## src/rtl/perceptron_pkg.sv

```systemverilog
// perceptron_pkg: activation encodings, FSM states and accumulator width helpers for perceptron_seq_mac
package perceptron_pkg;
    localparam logic [1:0] ACT_LINEAR = 2'b00;
    localparam logic [1:0] ACT_STEP   = 2'b01;
    localparam logic [1:0] ACT_SHIFT  = 2'b10;
    typedef enum logic [1:0] {S_IDLE, S_MAC, S_ACT, S_DONE} state_e;
    function automatic int clog2(input int v);
        for (int r = 0; r < 31; r++)
            if ((1 << r) >= v) return r;
        return 31;
    endfunction
    function automatic int acc_width(input int n, input int dw);
        return 2 * dw + clog2(n + 1);
    endfunction
endpackage

```

## src/rtl/approx_mult_split.sv

```systemverilog
// approx_mult_split: half-split unsigned multiplier, low quadrant approximated by OR of partial products when APPROX_EN=1
module approx_mult_split #(
    parameter int DATA_W    = 8,
    parameter int APPROX_EN = 1
) (
    input  logic [DATA_W-1:0]   a_i,
    input  logic [DATA_W-1:0]   b_i,
    output logic [2*DATA_W-1:0] p_o
);
    localparam int H   = DATA_W / 2;
    localparam int P_W = 2 * DATA_W;
    logic [P_W-1:0] ah, al, bh, bl, ll;
    assign ah = P_W'(a_i[DATA_W-1:H]);
    assign al = P_W'(a_i[H-1:0]);
    assign bh = P_W'(b_i[DATA_W-1:H]);
    assign bl = P_W'(b_i[H-1:0]);
    always_comb begin
        ll = '0;
        for (int j = 0; j < H; j++) ll |= (al & {P_W{bl[j]}}) << j;
        if (APPROX_EN == 0) ll = al * bl;
    end
    assign p_o = ((ah * bh) << DATA_W) + ((ah * bl + al * bh) << H) + ll;
endmodule

```

## src/rtl/perceptron_seq_mac.sv

```systemverilog
// perceptron_seq_mac: N-input perceptron, one shared MAC over N cycles, selectable activation, valid/ready in and out
module perceptron_seq_mac
    import perceptron_pkg::*;
#(
    parameter int N_INPUTS    = 4,
    parameter int DATA_W      = 8,
    parameter int OUT_W       = 16,
    parameter int APPROX_EN   = 1,
    parameter int STEP_THRESH = 0,
    parameter int RELU_SHIFT  = 4
) (
    input  logic                       clk,
    input  logic                       reset,
    input  logic                       in_valid,
    output logic                       in_ready,
    input  logic [N_INPUTS*DATA_W-1:0] inputs_flat,
    input  logic [N_INPUTS*DATA_W-1:0] weights_flat,
    input  logic [DATA_W-1:0]          bias,
    input  logic [1:0]                 act_mode,
    output logic                       out_valid,
    input  logic                       out_ready,
    output logic [OUT_W-1:0]           output_neuron,
    output logic                       busy
);
    localparam int ACC_W = acc_width(N_INPUTS, DATA_W);
    localparam int IDX_W = N_INPUTS > 1 ? clog2(N_INPUTS) : 1;
    localparam int MAX_W = ACC_W > OUT_W ? ACC_W : OUT_W;
    state_e                     state_q, state_d;
    logic [IDX_W-1:0]           idx_q, idx_d;
    logic [ACC_W-1:0]           acc_q, acc_d;
    logic [N_INPUTS*DATA_W-1:0] x_q, x_d, w_q, w_d;
    logic [1:0]                 mode_q, mode_d;
    logic [OUT_W-1:0]           out_q, out_d, act_res;
    logic [2*DATA_W-1:0]        prod;
    logic [MAX_W-1:0]           lin, shf, sat_max;
    logic                       last;
    approx_mult_split #(.DATA_W(DATA_W), .APPROX_EN(APPROX_EN)) u_mult (
        .a_i(x_q[DATA_W*idx_q +: DATA_W]),
        .b_i(w_q[DATA_W*idx_q +: DATA_W]),
        .p_o(prod)
    );
    assign last    = idx_q == IDX_W'(N_INPUTS - 1);
    assign lin     = MAX_W'(acc_q);
    assign shf     = MAX_W'(acc_q >> RELU_SHIFT);
    assign sat_max = MAX_W'({OUT_W{1'b1}});
    assign act_res = mode_q == ACT_STEP  ? OUT_W'(acc_q > ACC_W'(STEP_THRESH)) :
                     mode_q == ACT_SHIFT ? OUT_W'(shf > sat_max ? sat_max : shf) :
                                           OUT_W'(lin > sat_max ? sat_max : lin);
    always_ff @(posedge clk) begin
        if (reset) begin
            state_q <= S_IDLE;
            idx_q   <= '0;
            acc_q   <= '0;
            x_q     <= '0;
            w_q     <= '0;
            mode_q  <= ACT_LINEAR;
            out_q   <= '0;
        end else begin
            state_q <= state_d;
            idx_q   <= idx_d;
            acc_q   <= acc_d;
            x_q     <= x_d;
            w_q     <= w_d;
            mode_q  <= mode_d;
            out_q   <= out_d;
        end
    end
    always_comb begin
        state_d = (state_q == S_IDLE && in_valid)  ? S_MAC  :
                  (state_q == S_MAC && last)       ? S_ACT  :
                  (state_q == S_ACT)               ? S_DONE :
                  (state_q == S_DONE && out_ready) ? S_IDLE : state_q;
    end
    always_comb begin
        idx_d  = idx_q;
        acc_d  = acc_q;
        x_d    = x_q;
        w_d    = w_q;
        mode_d = mode_q;
        out_d  = out_q;
        if (state_q == S_IDLE && in_valid) begin
            x_d    = inputs_flat;
            w_d    = weights_flat;
            mode_d = act_mode;
            acc_d  = ACC_W'(bias);
            idx_d  = '0;
        end
        if (state_q == S_MAC) begin
            acc_d = acc_q + ACC_W'(prod);
            idx_d = idx_q + IDX_W'(1);
        end
        if (state_q == S_ACT) out_d = act_res;
    end
    always_comb begin
        in_ready      = state_q == S_IDLE;
        busy          = state_q != S_IDLE;
        out_valid     = state_q == S_DONE;
        output_neuron = out_q;
    end
endmodule

```

## config.mk

```make
export PLATFORM = sky130hd
export DESIGN_NAME = perceptron_seq_mac
export DESIGN_NICKNAME = d
export VERILOG_FILES = /design/src/rtl/perceptron_pkg.sv /design/src/rtl/approx_mult_split.sv /design/src/rtl/perceptron_seq_mac.sv
export SDC_FILE = /design/constraint.sdc
export NUM_CORES = 1
export LEC_CHECK = 0
export CAP_MARGIN = 5
export CELL_PAD_IN_SITES_DETAIL_PLACEMENT = 0
export CELL_PAD_IN_SITES_GLOBAL_PLACEMENT = 1
export CORE_ASPECT_RATIO = 0.6
export CORE_UTILIZATION = 42
export CTS_CLUSTER_SIZE = 24
export DETAILED_ROUTE_END_ITERATION = 10
export PLACE_DENSITY = 0.8
export SYNTH_ARGS = -nofsm -noshare
export SYNTH_HDL_FRONTEND = slang
export SYNTH_SLANG_ARGS = --single-unit
```

## constraint.sdc

```tcl
create_clock -name clk -period 8.11 [get_ports clk]
set_input_delay 1.2165 -clock clk [delete_from_list [all_inputs] [get_ports clk]]
set_output_delay 1.2165 -clock clk [all_outputs]
set_load 0.1 [all_outputs]
```

Yosys cells after proc, flatten, opt, wreduce, memory -nomap -nowiden
Index checks and enable logic that the tools add are counted.

Word-level logic and storage cells: 55. Input bits: 78. Register bits: 105.

Reduce and logical (&&, ||, !) cells: 9. Order comparisons: 3. Bitwise logic cells: 7. Eq/ne operators: 6. $add $sub $neg: 5. Multiply operators: 3. Multiplexer cells: 12. Shift-type cells: 2.

Operators with widths (number): $mux W16 (4); $shiftx A32 B6 Y8 (2); $or A16 B16 Y16 (3); $mux W19 (2); $add A16 B16 Y16 (2); $mul A4 B4 Y8 (3); $add A19 B16 Y19 (1); $gt A19 B1 Y1 const B (1); $gt A19 B16 Y1 const B (1); $and A4 B16 Y16 (1); $gt A15 B16 Y1 const B (1); $and A4 B15 Y15 (1); $and A4 B14 Y14 (1); $and A4 B13 Y13 (1); $add A12 B8 Y12 (1); $mux W2 (5); $eq A2 B2 Y1 const B (4); $eq A2 B1 Y1 const B (2); $reduce_bool A2 Y1 (2); $reduce_bool A4 Y1 (1); $logic_and A1 B1 Y1 (3); $reduce_bool A3 Y1 (1); $add A2 B1 Y2 const B (1); $logic_not A2 Y1 (1); other kinds (2) (2).

Longest topological paths before layout
Gate-level depths: netlist (run 1).

Depth after elaboration: 8. Mapped depth: 31.

Cells and area by module
From an unflattened synthesis (run 1), not the netlist that was laid out.

Cells, all modules: 902. Area, all modules: 7327.0 sq um.

By module, submodules not included: perceptron_seq_mac (instances 1, sequential area each 2102.0 sq um, area an instance 5166.2 sq um, cells each 633); approx_mult_split (instances 1, sequential area each 0.0 sq um, area an instance 2160.8 sq um, cells each 269).

Worst setup path before layout (run 1)
No wires, ideal clock.

Path kind: reg2reg. Start point: register idx_q[0]. End point: register acc_q[17]. Cell stages (with the launch flop): 32. Slack: 1160 ps. Buffers on the path: 2. Library setup time: 72 ps. Data required time: 8038 ps. Arrival: 6878 ps. Path through: dfxtp_1 -> buf_2 -> buf_2 -> mux4_2 -> nand2_1 -> fa_1 -> inv_1 -> fa_1 -> fa_1 -> inv_1 -> fa_1 -> inv_1 -> ha_1 -> nor2b_1 -> o21ai_0 -> a21boi_0 -> o21ai_0 -> nor3b_1 -> nor2_1 -> ha_1 -> nand3_1 -> o221ai_1 -> a21o_1 -> a21oi_1 -> xnor2_1 -> ha_1 -> nand2_1 -> nor2_1 -> nand3_1 -> o21a_1 -> a31oi_1 -> mux2i_1.

Longest elaborated chain between the ends: 8. Elaborated cells on any way between the ends: 17. Those cells by class: 4 x add/sub; 3 x mul; 2 x shift; 1 x mux; 7 x bitwise.

Ends and longest elaborated chain: start, declared (RTL line perceptron_seq_mac.sv:29) `logic [IDX_W-1:0] idx_q, idx_d;`; start signal, assigned (RTL line perceptron_seq_mac.sv:60) `idx_q <= idx_d;`; branches (longest 5 deep; another with $add A16 B16 Y16); $add A16 B16 Y16 * (RTL line approx_mult_split.sv:22) `assign p_o = ((ah * bh) << DATA_W) + ((ah * bl + al * bh) << H) + ll;`; $add A19 B16 Y19 * (RTL line perceptron_seq_mac.sv:89) `acc_d = acc_q + ACC_W'(prod);`; $mux W19 * (RTL line perceptron_seq_mac.sv:88) `if (state_q == S_MAC) begin`; end signal, assigned (RTL line perceptron_seq_mac.sv:53) `acc_q <= '0;`; end signal, assigned (RTL line perceptron_seq_mac.sv:61) `acc_q <= acc_d;`; end, declared (RTL line perceptron_seq_mac.sv:30) `logic [ACC_W-1:0] acc_q, acc_d;`.

Every way passes the cells marked *. A chain may end at the register's enable or synchronous reset.

Worst setup path after layout (run 1)
Same ends and word-level chain as after synthesis.

==> results.sh, run 1 <==
export IMPL_status="completed"
export IMPL_synth_area_leaders="dfxtp_1 (30%), ha_1 (12%), nand2_1 (11%)"
export IMPL_initial_utilization_pct=43.1
export IMPL_critical_path_class="register to register"
export IMPL_chipWidth_um=169
export IMPL_rows=36
export IMPL_drv_slew=0
export IMPL_port_buffers=96
export IMPL_dr_pass1_iters=5
export IMPL_coreArea_um2=16300
export IMPL_post_route_drc_count=0
export IMPL_synth_cell_types=53
export IMPL_hold_viol_final=0
export IMPL_die_area_um2=17200
export IMPL_crit_path_max_fanout=12
export IMPL_relSlewSlack_pct=33.2
export IMPL_drt_iter0_drc=509
export IMPL_cts_buffer_depth=2
export IMPL_post_drt_wl_per_cell_um=16.5
export IMPL_clkSlewWorstSetupHoldPaths_ps=70
export IMPL_post_dp_hpwl_mm=14.7
export IMPL_post_cts_buffers=0
export IMPL_tns_ps=0
export IMPL_grt_usage_pct=22.9
export IMPL_max_stage_delay_ps=740
export IMPL_area_growth_pct=20.5
export IMPL_hp_class="register to register"
export IMPL_ant_nets=0
export IMPL_worstPathArrival_ps=7850
export IMPL_setup_viol=0
export IMPL_yosys_warnings=0
export IMPL_tightest_slew_ps=1000
export IMPL_ys_seq_elements=105
export IMPL_fmax_mhz=132
export IMPL_finalClockSkew_ps=6.30
export IMPL_netlist_area_um2=7010
export IMPL_crit_path_frequent_cell="ha_1"
export IMPL_vias=6250
export IMPL_synth_yosys_seq_area_share_pct=30.0
export IMPL_synth_top_area_share_pct=30.0
export IMPL_gp_congestion=0.925
export IMPL_cts_tree="done"
export IMPL_rrSetupSlack_ps=540
export IMPL_period_share_pct=93.3
export IMPL_cts_made_buffers=9
export IMPL_ir_drop_mv=0.135
export IMPL_die_y_um=102
export IMPL_netlist_instances=862
export IMPL_synth_area_per_cell_um2=8.13
export IMPL_dpl_cell_area_um2=8150
export IMPL_fin_util_pct=52.0
export IMPL_synth_main_ff_cell="dfxtp_1"
export IMPL_root_buffer="clkbuf_16"
export IMPL_wl_mm=19.3
export IMPL_stdcell_area_um2=8450
export IMPL_grt_pass1_wl_mm=30.4
export IMPL_p_leak_uw=0.00355
export IMPL_async_flop_share_pct=0
export IMPL_pin_count=97
export IMPL_clk_latency_ps=350
export IMPL_p_per_area_nw_per_um2=146
export IMPL_final_net_count=1101
export IMPL_synth_edff_count=0
export IMPL_overflow=0
export IMPL_rsz0062_at_grt="no"
export IMPL_synth_nets=1026
export IMPL_post_cts_resized=0
export IMPL_diodes=0
export IMPL_grt_max_degree=93
export IMPL_cts_sinks=105
export IMPL_cts_hold_fix_buffers=0
export IMPL_critPathCaptureType="register"
export IMPL_cp_data_required_time_ps=8390
export IMPL_cts_max_level=3
export IMPL_start_kind="register"
export IMPL_antenna_found_initial=0
export IMPL_via_per_inst=5.34
export IMPL_grt_pass1_vias=5589
export IMPL_synth_top_area_cell="dfxtp_1"
export IMPL_drive_gt1_share_pct=5.31
export IMPL_cap_violations=0
export IMPL_slowest_stage="dfxtp_1"
export IMPL_period_needed_ps=7570
export IMPL_hold_ws_ps=455
## logic make-up (layout without fill, tap and decap cells)
family | count (synthesis) | count (layout) | share of synthesized area [%]
buf+inv | 85 | 165 | 4.76
flops | 105 | 105 | 30.0
mux | 18 | 18 | 5.42
xor+xnor | 31 | 31 | 3.87
fa+ha+maj | 86 | 86 | 17.4
compound gates | 210 | 210 | 18.0
simple gates | 327 | 327 | 20.6
## worst paths after layout
path / from / to / depth (start not counted)
worst min register to register: x_q[0]$_SDFFE_PP0P_ / x_q[0]$_SDFFE_PP0P_ / 2
worst max register to register: idx_q[0]$_SDFFE_PP0P_ / acc_q[17]$_SDFFE_PP0P_ / 29
worst min-delay path: x_q[0]$_SDFFE_PP0P_ / x_q[0]$_SDFFE_PP0P_ / 2
worst max-delay path: idx_q[0]$_SDFFE_PP0P_ / acc_q[17]$_SDFFE_PP0P_ / 29
## state kept, by name (all words and copies together) (netlist names)
name	count
w_q	32
x_q	32
acc_q	19
output_neuron	16
idx_q	2
mode_q	2
state_q	2
## critical path: cells and delay by family, from the launching register on
kind	cells	cell delay [ps]
adder cells (fa/ha/maj)	7	2720
AO/OA/AOI/OAI	9	1890
multiplexers	2	910
flip-flops	1	740
AND/OR/NAND/NOR	6	740
XOR/XNOR	3	350
buffers and inverters	2	130
## where the power goes
group | leakage (µW) | internal (µW) | switching (µW)
Combinational | 0.00255 | 102 | 129
Clock | 0.000144 | 219 | 219
Sequential | 0.000858 | 539 | 23.3
Total | 0.00355 | 860 | 371
## metal layers
metal | part of all wire, % | track usage (%) | vias to the layer above
met5 | 0 | 0 | -
met4 | 0.48 | 3.85 | 0
met3 | 8.0 | 6.78 | 6
met2 | 36 | 28.5 | 201
met1 | 56 | 37.3 | 2900
li1 | - | - | 3143
## synth_stat cells, types with 3 or more instances
cell type,number
a21o_1,8
a21oi_1,123
a22oi_1,10
a31oi_1,3
and2_1,35
buf_2,12
clkbuf_1,27
dfxtp_1,105
fa_1,19
ha_1,67
inv_1,45
mux4_2,16
nand2_1,199
nand2b_1,6
nand3_1,10
nand4_1,4
nand4b_1,3
nor2_1,39
nor2b_1,6
nor3_1,11
nor4_1,3
o211ai_1,3
o21a_1,3
o21ai_0,19
o21bai_1,4
o221ai_1,14
xnor2_1,27
xor2_1,4
## cell type report
cell class | count | area [µm²]
clock buffers | 10 | 229
clock inverters | 6 | 67.6
fillers | 1609 | 7810
inverters | 45 | 169
multi-input cells | 672 | 4580
flip-flops and latches | 105 | 2100
well taps | 228 | 285
repair buffers | 104 | 1020
## layout by cell type, fill, tap and decap left out, drive strengths merged, types with 6 or more instances in the layout
cell           netlist  layout
ha                  67      67
o221ai              14      14
and2                36      36
nor2b                6       6
buf                 13       9
clkdlybuf4s50        0      95
a22oi               10      10
o21ai               22      22
xnor2               27      27
nand3               10      10
nor2                40      40
mux4                16      16
a21oi              123     123
nand2b               6       6
nor3                12      12
clkbuf              27      10
inv                 45      49
dfxtp              105     105
nand2              199     199
a21o                 9       9
fa                  19      19
## through the flow
| stage | setup WS (ps) | std cells | total power (µW) |
|---|---|---|---|
| 6_report | 544 | 1170 | 1230 |
| 5_1_grt | 61.6 | 1170 | 1290 |
| 4_1_cts | 585 | 1170 | 1240 |
| 3_5_place_dp | 597 | 1154 | 803 |
| 3_3_place_gp | 816 | 1154 | 801 |
| 2_1_floorplan | 1160 | 862 | 712 |
Note: power is estimated with default switching activity, not from simulation.
==> inputs of run 2 (changes only) <==
--- a/config.mk
+++ b/config.mk
@@ -6,7 +6,7 @@
 export NUM_CORES = 1
 export LEC_CHECK = 0
 export CAP_MARGIN = 5
-export CELL_PAD_IN_SITES_DETAIL_PLACEMENT = 0
+export CELL_PAD_IN_SITES_DETAIL_PLACEMENT = 1
 export CELL_PAD_IN_SITES_GLOBAL_PLACEMENT = 1
 export CORE_ASPECT_RATIO = 0.6
 export CORE_UTILIZATION = 42
==> run 2 against run 1 <==
Sequential share of layout area about the same. Largest power group unchanged. Clock skew up 10 ps. Largest cell class unchanged. Critical path type unchanged. Flip-flop and latch count unchanged. Register-to-register slack worse by 20 ps. First-iteration DRC count down 19%. Critical endpoint unchanged.
==> results.sh, run 2 (synthesized netlist as in run 1, its figures left out) <==
export IMPL_status="completed"
export IMPL_cap_violations=0
export IMPL_max_stage_delay_ps=690
export IMPL_dpl_cell_area_um2=8150
export IMPL_netSwitchingFraction_pct=30.7
export IMPL_post_route_drc_count=0
export IMPL_p_per_area_nw_per_um2=148
export IMPL_post_cts_buffers=0
export IMPL_hold_viol_final=0
export IMPL_critical_path_class="register to register"
export IMPL_crit_path_max_fanout=12
export IMPL_clock_power_share_pct=36.2
export IMPL_crit_path_frequent_cell="fa_1"
export IMPL_fin_util_pct=52.1
export IMPL_slowest_stage="mux4_2"
export IMPL_root_buffer="clkbuf_16"
export IMPL_initial_utilization_pct=43.1
export IMPL_via_per_inst=5.57
export IMPL_hp_class="register to register"
export IMPL_port_buffers=96
export IMPL_diodes=0
export IMPL_cts_sinks=105
export IMPL_drive_gt1_share_pct=5.52
export IMPL_gp_congestion=0.925
export IMPL_seqPwrFrac_pct=45.0
export IMPL_ant_nets=0
export IMPL_die_y_um=102
export IMPL_period_needed_ps=7580
export IMPL_p_leak_uw=0.00356
export IMPL_drt_iter0_drc=411
export IMPL_chipWidth_um=169
export IMPL_ir_drop_mv=0.0858
export IMPL_post_cts_resized=0
export IMPL_rows=36
export IMPL_cts_tree="done"
export IMPL_coreArea_um2=16300
export IMPL_area_growth_pct=20.7
export IMPL_setup_viol=0
export IMPL_finalClockSkew_ps=16.4
export IMPL_r2r_start="idx_q[0]$_SDFFE_PP0P_"
export IMPL_cp_data_required_time_ps=8400
export IMPL_tns_ps=0
export IMPL_stdcell_area_um2=8460
export IMPL_p_int_uw=869
export IMPL_period_share_pct=93.5
export IMPL_power_frac_comb_pct=18.9
export IMPL_clk_latency_ps=360
export IMPL_worstPathArrival_ps=7870
export IMPL_grt_pass1_vias=6349
export IMPL_clkSlewWorstSetupHoldPaths_ps=80
export IMPL_cts_made_buffers=9
export IMPL_p_sw_uw=385
export IMPL_rsz0062_at_grt="no"
export IMPL_dr_pass1_iters=5
export IMPL_grt_usage_pct=26.0
export IMPL_wl_mm=21.9
export IMPL_post_drt_wl_per_cell_um=18.7
export IMPL_critPathCaptureType="register"
export IMPL_overflow=0
export IMPL_final_net_count=1101
export IMPL_layout_commonest_cell="nand2_1"
export IMPL_pin_count=97
export IMPL_cts_hold_fix_buffers=0
export IMPL_reg_top3="w_q: 32 flops, x_q: 32 flops, acc_q: 19 flops"
export IMPL_start_kind="register"
export IMPL_relSlewSlack_pct=31.4
export IMPL_cts_buffer_depth=2
export IMPL_min_from="w_q[23]$_SDFFE_PP0P_"
export IMPL_tightest_slew_ps=1030
export IMPL_grt_pass1_wl_mm=34.4
export IMPL_cts_max_level=3
export IMPL_grt_max_degree=93
export IMPL_drv_slew=0
export IMPL_post_dp_hpwl_mm=16.4
export IMPL_startpoint="idx_q[0]$_SDFFE_PP0P_"
export IMPL_fmax_mhz=132
export IMPL_antenna_found_initial=0
export IMPL_vias=6513
export IMPL_die_area_um2=17200
export IMPL_mostFrequentLayoutCells="nand2_1 (198), a21oi_1 (123), dfxtp_1 (104)"
## run 2: cell count changes in the layout (fill, tap and decap cells not counted), sizes merged
| cell | delta |
|---|---|
| inv | -1 |
| clkinv | +1 |
## run 2: cell type report
| cell class | count | area (µm²) |
|---|---|---|
| clock inverter | 6 | 70.1 |
| fill | 1982 | 7800 |
| timing repair buffer | 104 | 1020 |
| inverter | 45 | 169 |
| sequential | 105 | 2100 |
| tap | 228 | 285 |
| clock buffer | 10 | 239 |
| multi-input combinational | 672 | 4580 |
## run 2: power groups by stage
stage / logic (µW) / clock network, µW / registers (µW)
after floorplan: 150 / 0 / 563
after detailed placement: 233 / 0 / 575
after global routing: 259 / 487 / 566
after global placement: 227 / 0 / 574
after CTS: 236 / 461 / 563
final: 237 / 453 / 564
## run 2: critical path, delay by kind of cell (launching register included)
family	cells	cell delay (ps)
adders and majority gates	7	2970
DFF	1	560
buffers and inverters	3	200
and+or+nand+nor	8	1220
muxes	2	910
xor gates and xnor gates	1	130
AOI/OAI and AO/OA	8	1500
## run 2: worst paths after layout
path / depth (start not counted) / slack (ps) / to
max: 29 / 530 / acc_q[17]$_SDFFE_PP0P_
min: 2 / 460 / w_q[23]$_SDFFE_PP0P_
max reg2reg: 29 / 530 / acc_q[17]$_SDFFE_PP0P_
min reg2reg: 2 / 460 / w_q[23]$_SDFFE_PP0P_
## run 2: metrics by stage
| step | setup WS [ps] | total power (µW) | instances | hold WS [ps] |
|---|---|---|---|---|
| floorplan | 1160 | 712 | 862 | 433 |
| global placement | 816 | 801 | 1154 | 442 |
| detailed placement | 464 | 808 | 1154 | 448 |
| CTS | 352 | 1260 | 1170 | 460 |
| global route | 48.6 | 1310 | 1170 | 480 |
| finish | 528 | 1250 | 1170 | 457 |
## run 2: routing by layer
metal | vias to the layer above | GRT usage (%) | share of wire [%]
met5 | - | 0 | 0
met4 | 0 | 5.24 | 0.77
met3 | 13 | 5.96 | 6.1
met2 | 176 | 37.2 | 40
met1 | 3192 | 39.4 | 53
li1 | 3132 | - | -
